==> src/rtl/traceback_alignment_writer.sv <==
// ---------------------------------------------------------------------------
// traceback_alignment_writer
//
// Sits behind the traceback direction counter. For every traceback step it
// fetches the sequence A/B bases at the step coordinates and builds one
// aligned column (base/base, base/gap or gap/base). Traceback walks from the
// end of the alignment back to the start, so columns go into a LIFO. Once
// end_c arrives, the LIFO is drained and the columns come out in forward
// order over a valid/ready handshake.
//
// Ports
//   clk, rst            clock, asynchronous active-high reset
//   en_traceB           traceback enable; dropping it aborts to IDLE
//   step_valid          one-cycle step strobe (symbol, i_t_ram, j_t_ram valid)
//   symbol              UP=3'b010, LEFT=3'b100, DIAG=3'b001
//   end_c               traceback reached (0,0); starts the readout
//   i_t_ram, j_t_ram    seq A / seq B coordinates of the step
//   addr_a, addr_b      sequence ROM addresses (registered)
//   char_a, char_b      ROM data, valid one cycle after the address
//   out_valid/out_ready output column handshake
//   out_a, out_b        aligned characters, 0..3 = base, 3'b100 = gap
//   out_last            marks the final column
//   align_len           number of columns stored for this alignment
//   done                every column has been delivered
//   err                 sticky: a step or a push was dropped
// ---------------------------------------------------------------------------
module traceback_alignment_writer #(
    parameter int N       = 128,
    parameter int BitAddr = $clog2(N + 1),
    parameter int DEPTH   = 2 * N,
    parameter int PtrW    = $clog2(2 * N + 1)
) (
    input  logic               clk,
    input  logic               rst,
    input  logic               en_traceB,
    input  logic               step_valid,
    input  logic [2:0]         symbol,
    input  logic               end_c,
    input  logic [BitAddr:0]   i_t_ram,
    input  logic [BitAddr:0]   j_t_ram,
    output logic [BitAddr:0]   addr_a,
    output logic [BitAddr:0]   addr_b,
    input  logic [1:0]         char_a,
    input  logic [1:0]         char_b,
    output logic               out_valid,
    input  logic               out_ready,
    output logic [2:0]         out_a,
    output logic [2:0]         out_b,
    output logic               out_last,
    output logic [PtrW-1:0]    align_len,
    output logic               done,
    output logic               err
);

    localparam int              AddrW    = (DEPTH > 1) ? $clog2(DEPTH) : 1;
    localparam logic [PtrW-1:0] DEPTH_P  = PtrW'(DEPTH);
    localparam logic [2:0]      SYM_DIAG = 3'b001;
    localparam logic [2:0]      SYM_UP   = 3'b010;
    localparam logic [2:0]      SYM_LEFT = 3'b100;
    localparam logic [2:0]      GAP      = 3'b100;

    typedef enum logic [2:0] {IDLE, FETCH, WAIT, WRITE, FLUSH, DONE} state_t;

    state_t           state_reg;
    logic [PtrW-1:0]  ptr_reg;
    logic [2:0]       sym_reg;
    logic [BitAddr:0] i_reg;
    logic [BitAddr:0] j_reg;

    // LIFO storage: {a[2:0], b[2:0]} per column
    logic [5:0]       mem [0:DEPTH-1];

    logic             push_req;
    logic [5:0]       push_data;
    logic             push_en;
    logic [PtrW-1:0]  rd_ptr;
    logic [AddrW-1:0] rd_addr;
    logic [AddrW-1:0] wr_addr;

    always_comb begin
        push_req  = 1'b1;
        push_data = {1'b0, char_a, 1'b0, char_b};
        case (sym_reg)
            SYM_DIAG: push_data = {1'b0, char_a, 1'b0, char_b};
            SYM_UP:   push_data = {1'b0, char_a, GAP};
            SYM_LEFT: push_data = {GAP, 1'b0, char_b};
            default:  push_req  = 1'b0;
        endcase
    end

    // A push into a full LIFO is discarded rather than wrapping.
    assign push_en = (state_reg == WRITE) && en_traceB && push_req && (ptr_reg != DEPTH_P);
    assign wr_addr = ptr_reg[AddrW-1:0];

    // Entering FLUSH presents the top entry (ptr-1); each transfer inside FLUSH
    // preloads the entry below it (ptr-2) so the next column is ready at once.
    assign rd_ptr  = (state_reg == FLUSH) ? ptr_reg - PtrW'(2) : ptr_reg - PtrW'(1);
    assign rd_addr = rd_ptr[AddrW-1:0];

    generate
        if (PtrW > AddrW) begin : g_rd_hi
            logic unused_rd_hi;
            assign unused_rd_hi = ^rd_ptr[PtrW-1:AddrW];
        end
    endgenerate

    always_ff @(posedge clk) begin
        if (push_en) begin
            mem[wr_addr] <= push_data;
        end
    end

    always_ff @(posedge clk or posedge rst) begin
        if (rst) begin
            state_reg <= IDLE;
            ptr_reg   <= '0;
            sym_reg   <= '0;
            i_reg     <= '0;
            j_reg     <= '0;
            addr_a    <= '0;
            addr_b    <= '0;
            out_valid <= 1'b0;
            out_a     <= '0;
            out_b     <= '0;
            out_last  <= 1'b0;
            align_len <= '0;
            done      <= 1'b0;
            err       <= 1'b0;
        end else begin
            // Upstream is only allowed to strobe a step while we are idle.
            if (step_valid && (state_reg != IDLE)) begin
                err <= 1'b1;
            end

            case (state_reg)
                IDLE: begin
                    if (!en_traceB) begin
                        ptr_reg   <= '0;
                        align_len <= '0;
                    end else if (step_valid) begin
                        sym_reg   <= symbol;
                        i_reg     <= i_t_ram;
                        j_reg     <= j_t_ram;
                        state_reg <= FETCH;
                    end else if (end_c) begin
                        if (ptr_reg == '0) begin
                            done      <= 1'b1;
                            state_reg <= DONE;
                        end else begin
                            out_a     <= mem[rd_addr][5:3];
                            out_b     <= mem[rd_addr][2:0];
                            out_valid <= 1'b1;
                            out_last  <= (ptr_reg == PtrW'(1));
                            state_reg <= FLUSH;
                        end
                    end
                end

                FETCH, WAIT, WRITE: begin
                    if (!en_traceB) begin
                        ptr_reg   <= '0;
                        align_len <= '0;
                        state_reg <= IDLE;
                    end else if (state_reg == FETCH) begin
                        addr_a    <= i_reg;
                        addr_b    <= j_reg;
                        state_reg <= WAIT;
                    end else if (state_reg == WAIT) begin
                        state_reg <= WRITE;
                    end else begin
                        if (push_req) begin
                            if (ptr_reg == DEPTH_P) begin
                                err <= 1'b1;
                            end else begin
                                ptr_reg   <= ptr_reg + PtrW'(1);
                                align_len <= align_len + PtrW'(1);
                            end
                        end
                        state_reg <= IDLE;
                    end
                end

                FLUSH: begin
                    if (!en_traceB) begin
                        ptr_reg   <= '0;
                        align_len <= '0;
                        out_valid <= 1'b0;
                        out_last  <= 1'b0;
                        state_reg <= IDLE;
                    end else if (out_ready) begin
                        if (ptr_reg == PtrW'(1)) begin
                            ptr_reg   <= '0;
                            out_valid <= 1'b0;
                            out_last  <= 1'b0;
                            done      <= 1'b1;
                            state_reg <= DONE;
                        end else begin
                            ptr_reg  <= ptr_reg - PtrW'(1);
                            out_a    <= mem[rd_addr][5:3];
                            out_b    <= mem[rd_addr][2:0];
                            out_last <= (ptr_reg == PtrW'(2));
                        end
                    end
                end

                DONE: begin
                    if (!en_traceB) begin
                        ptr_reg   <= '0;
                        align_len <= '0;
                        done      <= 1'b0;
                        state_reg <= IDLE;
                    end
                end

                default: state_reg <= IDLE;
            endcase
        end
    end

endmodule

==> config.mk <==
export PLATFORM = sky130hd
export DESIGN_NAME = traceback_alignment_writer
export DESIGN_NICKNAME = d
export VERILOG_FILES = /design/src/rtl/traceback_alignment_writer.sv
export SDC_FILE = /design/constraint.sdc
export NUM_CORES = 2
export LEC_CHECK = 0
export ABC_CLOCK_PERIOD_IN_PS = 38300
export BUFFER_PORTS_ARGS = -buffer_cell sky130_fd_sc_hd__buf_4
export CELL_PAD_IN_SITES_DETAIL_PLACEMENT = 1
export CELL_PAD_IN_SITES_GLOBAL_PLACEMENT = 1
export CORE_ASPECT_RATIO = 1.75
export CORE_UTILIZATION = 45
export DETAILED_ROUTE_END_ITERATION = 16
export HOLD_SLACK_MARGIN = 0.12
export PLACE_DENSITY = 0.69
export SLEW_MARGIN = 10
export SYNTH_ARGS = -nofsm -noshare
export SYNTH_HDL_FRONTEND = slang
export SYNTH_SLANG_ARGS = --single-unit
export TNS_END_PERCENT = 10
==> constraint.sdc <==
create_clock -name clk -period 38.3 [get_ports clk]
set_input_delay 7.66 -clock clk [delete_from_list [all_inputs] [get_ports clk]]
set_output_delay 7.66 -clock clk [all_outputs]
set_load 0.03 [all_outputs]
# Yosys cells after proc, flatten, opt, wreduce, memory -nomap -nowiden
# Memory sizes are Yosys's and may differ from the RTL's.
# Index checks and enable logic that the tools add are counted.
totals:
  regBits: 70
  latch_bits: 0
  ramBits: 1536
  romBits: 0
  in_bits: 31
  output_inout_bits: 37
  memories: 1
memory_table:
  columns: ["memory", "words", "width", "read_ports", "rd_ports_with_merged_regs", "write_ports", "line", "text"]
  rows:
  - ["mem", 256, 6, 1, 0, 1, "71", "logic [5:0] mem [0:DEPTH-1];"]
classes:
  add_sub_neg: 4
  multipliers: 0
  div_mod_pow: 0
  order_cmp: 0
  eq_ne: 31
  shifts: 0
  mux: 81
  bitwise: 0
  reduce_logical: 24
op_table:
  columns: ["operator", "count"]
  rows:
  - ["two-way mux 9 bit", 14]
  - ["two-way mux 3 bit", 21]
  - ["two-way mux 1 bit", 33]
  - ["one-hot mux 9 bit (3 select lines)", 1]
  - ["inequality test 2 bit, second input constant", 11]
  - ["adder 9 x 1 -> 9 bit, second input constant", 2]
  - ["inequality test 3 bit, second input constant", 6]
  - ["one-hot mux 9 bit (2 select lines)", 1]
  - ["AND reduction 7 bit", 2]
  - ["one-hot mux 3 bit (2 select lines)", 2]
  - ["one-hot mux 3 bit (4 select lines)", 1]
  - ["one-hot mux 6 bit (2 select lines)", 1]
  - ["AND reduction 6 bit", 2]
  - ["equality test 3 x 2 -> 1 bit, second input constant", 3]
  - ["equality test 3 bit, second input constant", 3]
  - ["equality test 9 x 1 -> 1 bit, second input constant", 1]
  - ["equality test 9 x 2 -> 1 bit, second input constant", 1]
  - ["equality test 9 bit, second input constant", 1]
  - ["logical NOT 9 bit", 1]
  - ["inequality test 9 bit, second input constant", 1]
  - ["AND reduction 9 bit", 1]
  - ["nonzero test 3 bit", 3]
  - ["OR reduction 3 bit", 3]
  - ["subtractor 9 x 1 -> 9 bit, second input constant", 1]
  - ["other kinds (15)", 24]

# Logic depth before layout (Yosys ltp)
logic_depth:
  ltp_word: 9
  mapped_depth: 20
  mapped_depth_nobuf: 11

# Worst setup path after synthesis
# OpenSTA, ideal clock, no wires.
synth_timing:
  path_kind: "reg-to-reg"
  startpoint: "register sym_reg[0]"
  endpoint: "memory mem[0][0], data pin"
  setup_time_ps: 3214
  arrival_ps: 28328
  required_time_ps: 35086
  setup_slack_ps: 6758
  stages_incl_launch_ff: 3
  n_path_buf: 0
  period_less_slack_ps: 31542
  path_cell_list: "dfrtp_1 nor3b_1 nor2b_1"
synth_via:
  elab_chain_len: 2
  word_cells_on_any_way: 3
  classes_between: "eq/ne: 2; mux: 1"
synth_rtl:
  columns: ["element", "line", "text"]
  rows:
  - ["from (decl)", "66", "logic [2:0] sym_reg;"]
  - ["from (signal assigned)", "141", "sym_reg <= symbol;"]
  - ["equality test 3 bit / equality test 3 x 2 -> 1 bit (equally long branches)", "83", "case (sym_reg)"]
  - ["one-hot mux 6 bit (2 select lines) (*)", "83", null]
  - ["via push_data[0]", "74", "logic [5:0] push_data;"]
  - ["to (decl)", "71", null]
# The timed path passes the listed nets; every way through them passes the cells marked *.

# Final worst setup path
layout_timing:
  startpoint: "input char_b[1]"
  endpoint: "memory mem[5][1], data pin"
layout_via:
  elab_chain_len: 1
layout_rtl:
  columns: ["element", "line", "text"]
  rows:
  - ["from (decl)", "44", "input logic [1:0] char_b,"]
  - ["one-hot mux 6 bit (2 select lines)", "83", null]
  - ["via push_data[1]", "74", null]
# The timed path passes the listed nets, and every way through them passes these cells.

==> impl_metrics.csv <==
group,metric,value,unit
layout,num-fill-cells,15500,
worst_setup_path,crit_slowest_cell,"buf_4",
synth,synth_ff_type,"edfxtp_1",
detailed_routing,route.detailed.wl_per_inst,37.1,microns
floorplan,std_cell_rows,193,
worst_setup_path,worstPathCellList,"buf_4 -> nor2b_4 -> buf_4 -> buf_4 -> buf_4 -> buf_4",
pwr,power_report.internal_total,4.12,mW
layout,largest_register,"mem",
sta,timing.final.crit_share,29.2,%
floorplan,dieWidth,304,microns
clock_tree,cts_inserted_buffers,152,
worst_setup_path,timing.critical_path.max_delay_family,"buffers and inverters",
synth,yosysWarnings,0,
worst_setup_path,ff2ff_path_depth,14,
min_path,holdPathEnd,"addr_b[2]",
place,detailed_place_hpwl,168000,microns
sta,setup_tns,0,ps
clock_tree,later_pin_clock_latency_in_the_skew_report,830,ps
detailed_routing,routed_via_density,7.08,
sta,worst_clock_skew,58.0,ps
worst_setup_path,crit_buf_inv,5,
worst_setup_path,critical_path_arrival,11610,ps
clock_tree,cts-htree-levels,4,
synth,post-synth-top-area-fraction,64.1,%
synth,synth_sequential_area_ratio,66.5,%
pwr,net_switching_power,3.70,mW
worst_setup_path,start_kind,"input port",
grt,gr-usage-all-layers,33.0,%
synth,yosys.area.top_type,"edfxtp_1",
layout,largest_reg_flops,1536,
flow_run,drv.max_cap_violation_count,0,
min_path,hold_path_startpoint,"addr_b[2]",
grt,gr-total-overflow,0,
grt,grt_antenna_before_repair,12,
synth,post_synth_edffs,1536,
synth,synth.top_cells.by_area,"edfxtp_1, o22ai_1, mux2i_1",
layout,num-nets-final,5196,
pwr,power.density,98.6,nW/um^2
worst_setup_path,critPathKind,"input port to flop",
synth,asyncSetResetFlopFracSynth,4.36,%
clock_tree,max-clock-path-buffers,4,
worst_setup_path,worst_setup_path_end_kind,"flop",
sta,setup_ws,27130,ps
floorplan,design.portCount,68,
pwr,seq_power_share,27.4,%
detailed_routing,totalWireLength,271000,microns
layout,layout.cells.most_common,"edfxtp_1",
pwr,power_frac_clock,19.6,%
synth,netlist_area,72000,sq um
sta,rsz_0062_raised_after_global_routing,"false",
sta,fmax,0.0895,GHz
grt,grt_pass1_wl,382000,microns
worst_setup_path,crit_required,38740,ps
pwr,vdd_ir_drop_max,0.106,mV
synth,synth_cell_type_count,92,
worst_setup_path,critical-path-max-stage-delay,850,ps
sta,min_hold_slack,512,ps
worst_setup_path,r2r-start,"ptr_reg[1]",
pwr,combinationalPowerShare,53.0,%
clock_tree,cts.sinks,1606,
synth,muxShareOfSynthArea,7.20,%
layout,layout.cells.most_common_list,"edfxtp_1, o22ai_1, nor2_1",
grt,first_global_vias,53200,
sta,finalSetupViolCount,0,
detailed_routing,vias,51800,
sta,slew-limit-headroom,6.41,%
synth,synth-compound-area-share,15.2,%
place,pre_cts_ws,26310,ps
synth,postSynthAreaPerCell,13.7,sq um
synth,syn_inst,5260,
layout,drive_above_1_share,12.1,%
detailed_routing,ant_nets,0,
grt,grt_max_degree,140,
sta,layout_min_cycle_time,11170,ps
clock_tree,postCtsSetupBuffers,0,
synth,synth-seq-cells,1606,
worst_setup_path,reg2reg_slack,31100,ps
synth,synthesis.nets,5300,
worst_setup_path,cp_max_fo,69,
synth,synth_top_family_by_area,"compound AO/OA/AOI/OAI gates",
min_path,worstHoldPathCells,1,
clock_tree,tritoncts_clock_tree,"built",
place,port_buffers,67,
clock_tree,ctsRootBufferMaster,"clkbuf_16",
worst_setup_path,regToRegEndpoint,"out_b[2]",
detailed_routing,detail_route.drc_violations,0,
detailed_routing,firstDrtPassIters,8,
pwr,p_leak,24.4,nW
pwr,power.share.switching,47.3,%
floorplan,fp.dieH,531,microns
clock_tree,cts.hold.buffers_added,0,
synth,synth_xor_area_share,0.130,%
layout,syn_to_final_growth,10.1,%
detailed_routing,detailedRoute.firstIterationViolations,5171,
floorplan,placeableCoreArea,158000,sq um
floorplan,overall_die_area,162000,sq um
floorplan,effective_utilization_at_floorplan,45.5,%
synth,synthSimpleGateAreaFrac,7.70,%
place,globalplace.congestion,0.907,
worst_setup_path,critical_path_s_most_frequent_cell,"buf_4",
synth,yosys.area_share.adder,0.156,%
sta,hold_viol,0,
sta,timing.final.max_slew_violations,0,
run_status,status,"finished clean",
min_path,holdCritPathClass,"flop to flop",
clock_tree,cts_resized,0,
sta,max_slew.worst_pin.slew,1400,ps
clock_tree,path_clk_slew,60,ps
-- layer usage --
| layer | GRT usage, % | share of wire [%] | wire [microns] | vias to the layer above |
|---|---|---|---|---|
| met2 | 56.9 | 50 | 135000 | 2808 |
| met4 | 25.9 | 8.6 | 23400 | 10 |
| met3 | 5.23 | 7.5 | 20400 | 902 |
| met5 | 0 | 0.025 | 67 | - |
| met1 | 36.4 | 34 | 92100 | 26800 |
| li1 | - | - | - | 21300 |
-- stage by stage --
stage	cell area, sq um	util (%)	instances	total power, mW
CTS	79200	50.0	7310	7.69
global route	79200	50.0	7312	7.95
global placement	74400	46.9	7049	6.12
detailed placement	74400	46.9	7049	6.18
floorplan	72000	-	5260	4.60
finish	79300	50.0	7321	7.81
-- worst register-to-register path, delay by kind of cell (launching register included) --
| kind | cells | cell delay, ps |
|---|---|---|
| adders and majority gates | 1 | 730 |
| buffers and inverters | 4 | 2210 |
| AOI/OAI and AO/OA | 5 | 1480 |
| and+or+nand+nor | 4 | 1910 |
| DFF | 1 | 780 |
-- power groups by stage --
stage	sequential (mW)	clock, mW	combinational (mW)
final	2.14	1.53	4.14
after global routing	2.15	1.58	4.22
after CTS	2.14	1.53	4.01
after detailed placement	2.18	0	4.00
after global placement	2.18	0	3.94
after floorplan	2.29	0	2.31
-- cell usage after synthesis, types with 12 or more instances --
| library cell | instances |
|---|---|
| a2111oi_0 | 13 |
| a211oi_1 | 102 |
| a21oi_1 | 154 |
| a221oi_1 | 21 |
| a22oi_1 | 15 |
| a31oi_1 | 35 |
| and2_1 | 14 |
| buf_1 | 23 |
| buf_2 | 222 |
| buf_4 | 24 |
| clkbuf_1 | 193 |
| dfrtp_1 | 70 |
| edfxtp_1 | 1536 |
| inv_1 | 12 |
| mux2_2 | 65 |
| mux2i_1 | 296 |
| mux4_2 | 66 |
| nand2_1 | 209 |
| nand3_1 | 74 |
| nand4_1 | 16 |
| nor2_1 | 467 |
| nor2b_1 | 38 |
| nor3_1 | 207 |
| nor4_1 | 81 |
| o2111ai_1 | 13 |
| o211ai_1 | 24 |
| o21ai_0 | 120 |
| o221ai_1 | 285 |
| o22a_1 | 61 |
| o22ai_1 | 482 |
| o311ai_0 | 22 |
| o31ai_1 | 29 |
| o41ai_1 | 28 |
| or3_1 | 18 |
| or4_1 | 28 |
-- how the worst max path moves through the flow --
stage | end | cells past startpoint | from
2_1_floorplan | mem[0][0] | 2 | sym_reg[0]
3_3_place_gp | mem[0][1] | 6 | char_b[1]
3_5_place_dp | mem[5][1] | 6 | char_b[1]
4_1_cts | mem[5][1] | 6 | char_b[1]
5_1_grt | mem[5][1] | 6 | char_b[1]
6_report | mem[5][1] | 6 | char_b[1]
-- cell families (layout without fill, tap and decap cells) --
| family | after synthesis | in the layout |
|---|---|---|
| buf+inv | 487 | 490 |
| simple gates | 1192 | 1192 |
| other cells | 0 | 11 |
| mux | 427 | 427 |
| xor+xnor | 9 | 9 |
| flops | 1606 | 1606 |
| compound gates | 1530 | 1530 |
| fa+ha+maj | 9 | 9 |
-- cell type report --
| type | instances | area (sq um) | area share [%] |
|---|---|---|---|
| well taps | 2047 | 2560 | 3.23 |
| diodes | 11 | 27.5 | 0.0347 |
| clock inverters | 79 | 832 | 1.05 |
| inverters | 14 | 61.3 | 0.0773 |
| flip-flops and latches | 1606 | 47900 | 60.4 |
| repair buffers | 215 | 1690 | 2.13 |
| multi-input cells | 3167 | 22200 | 28.0 |
| clock buffers | 182 | 4040 | 5.10 |
Note: power is estimated with default switching activity, not from simulation.
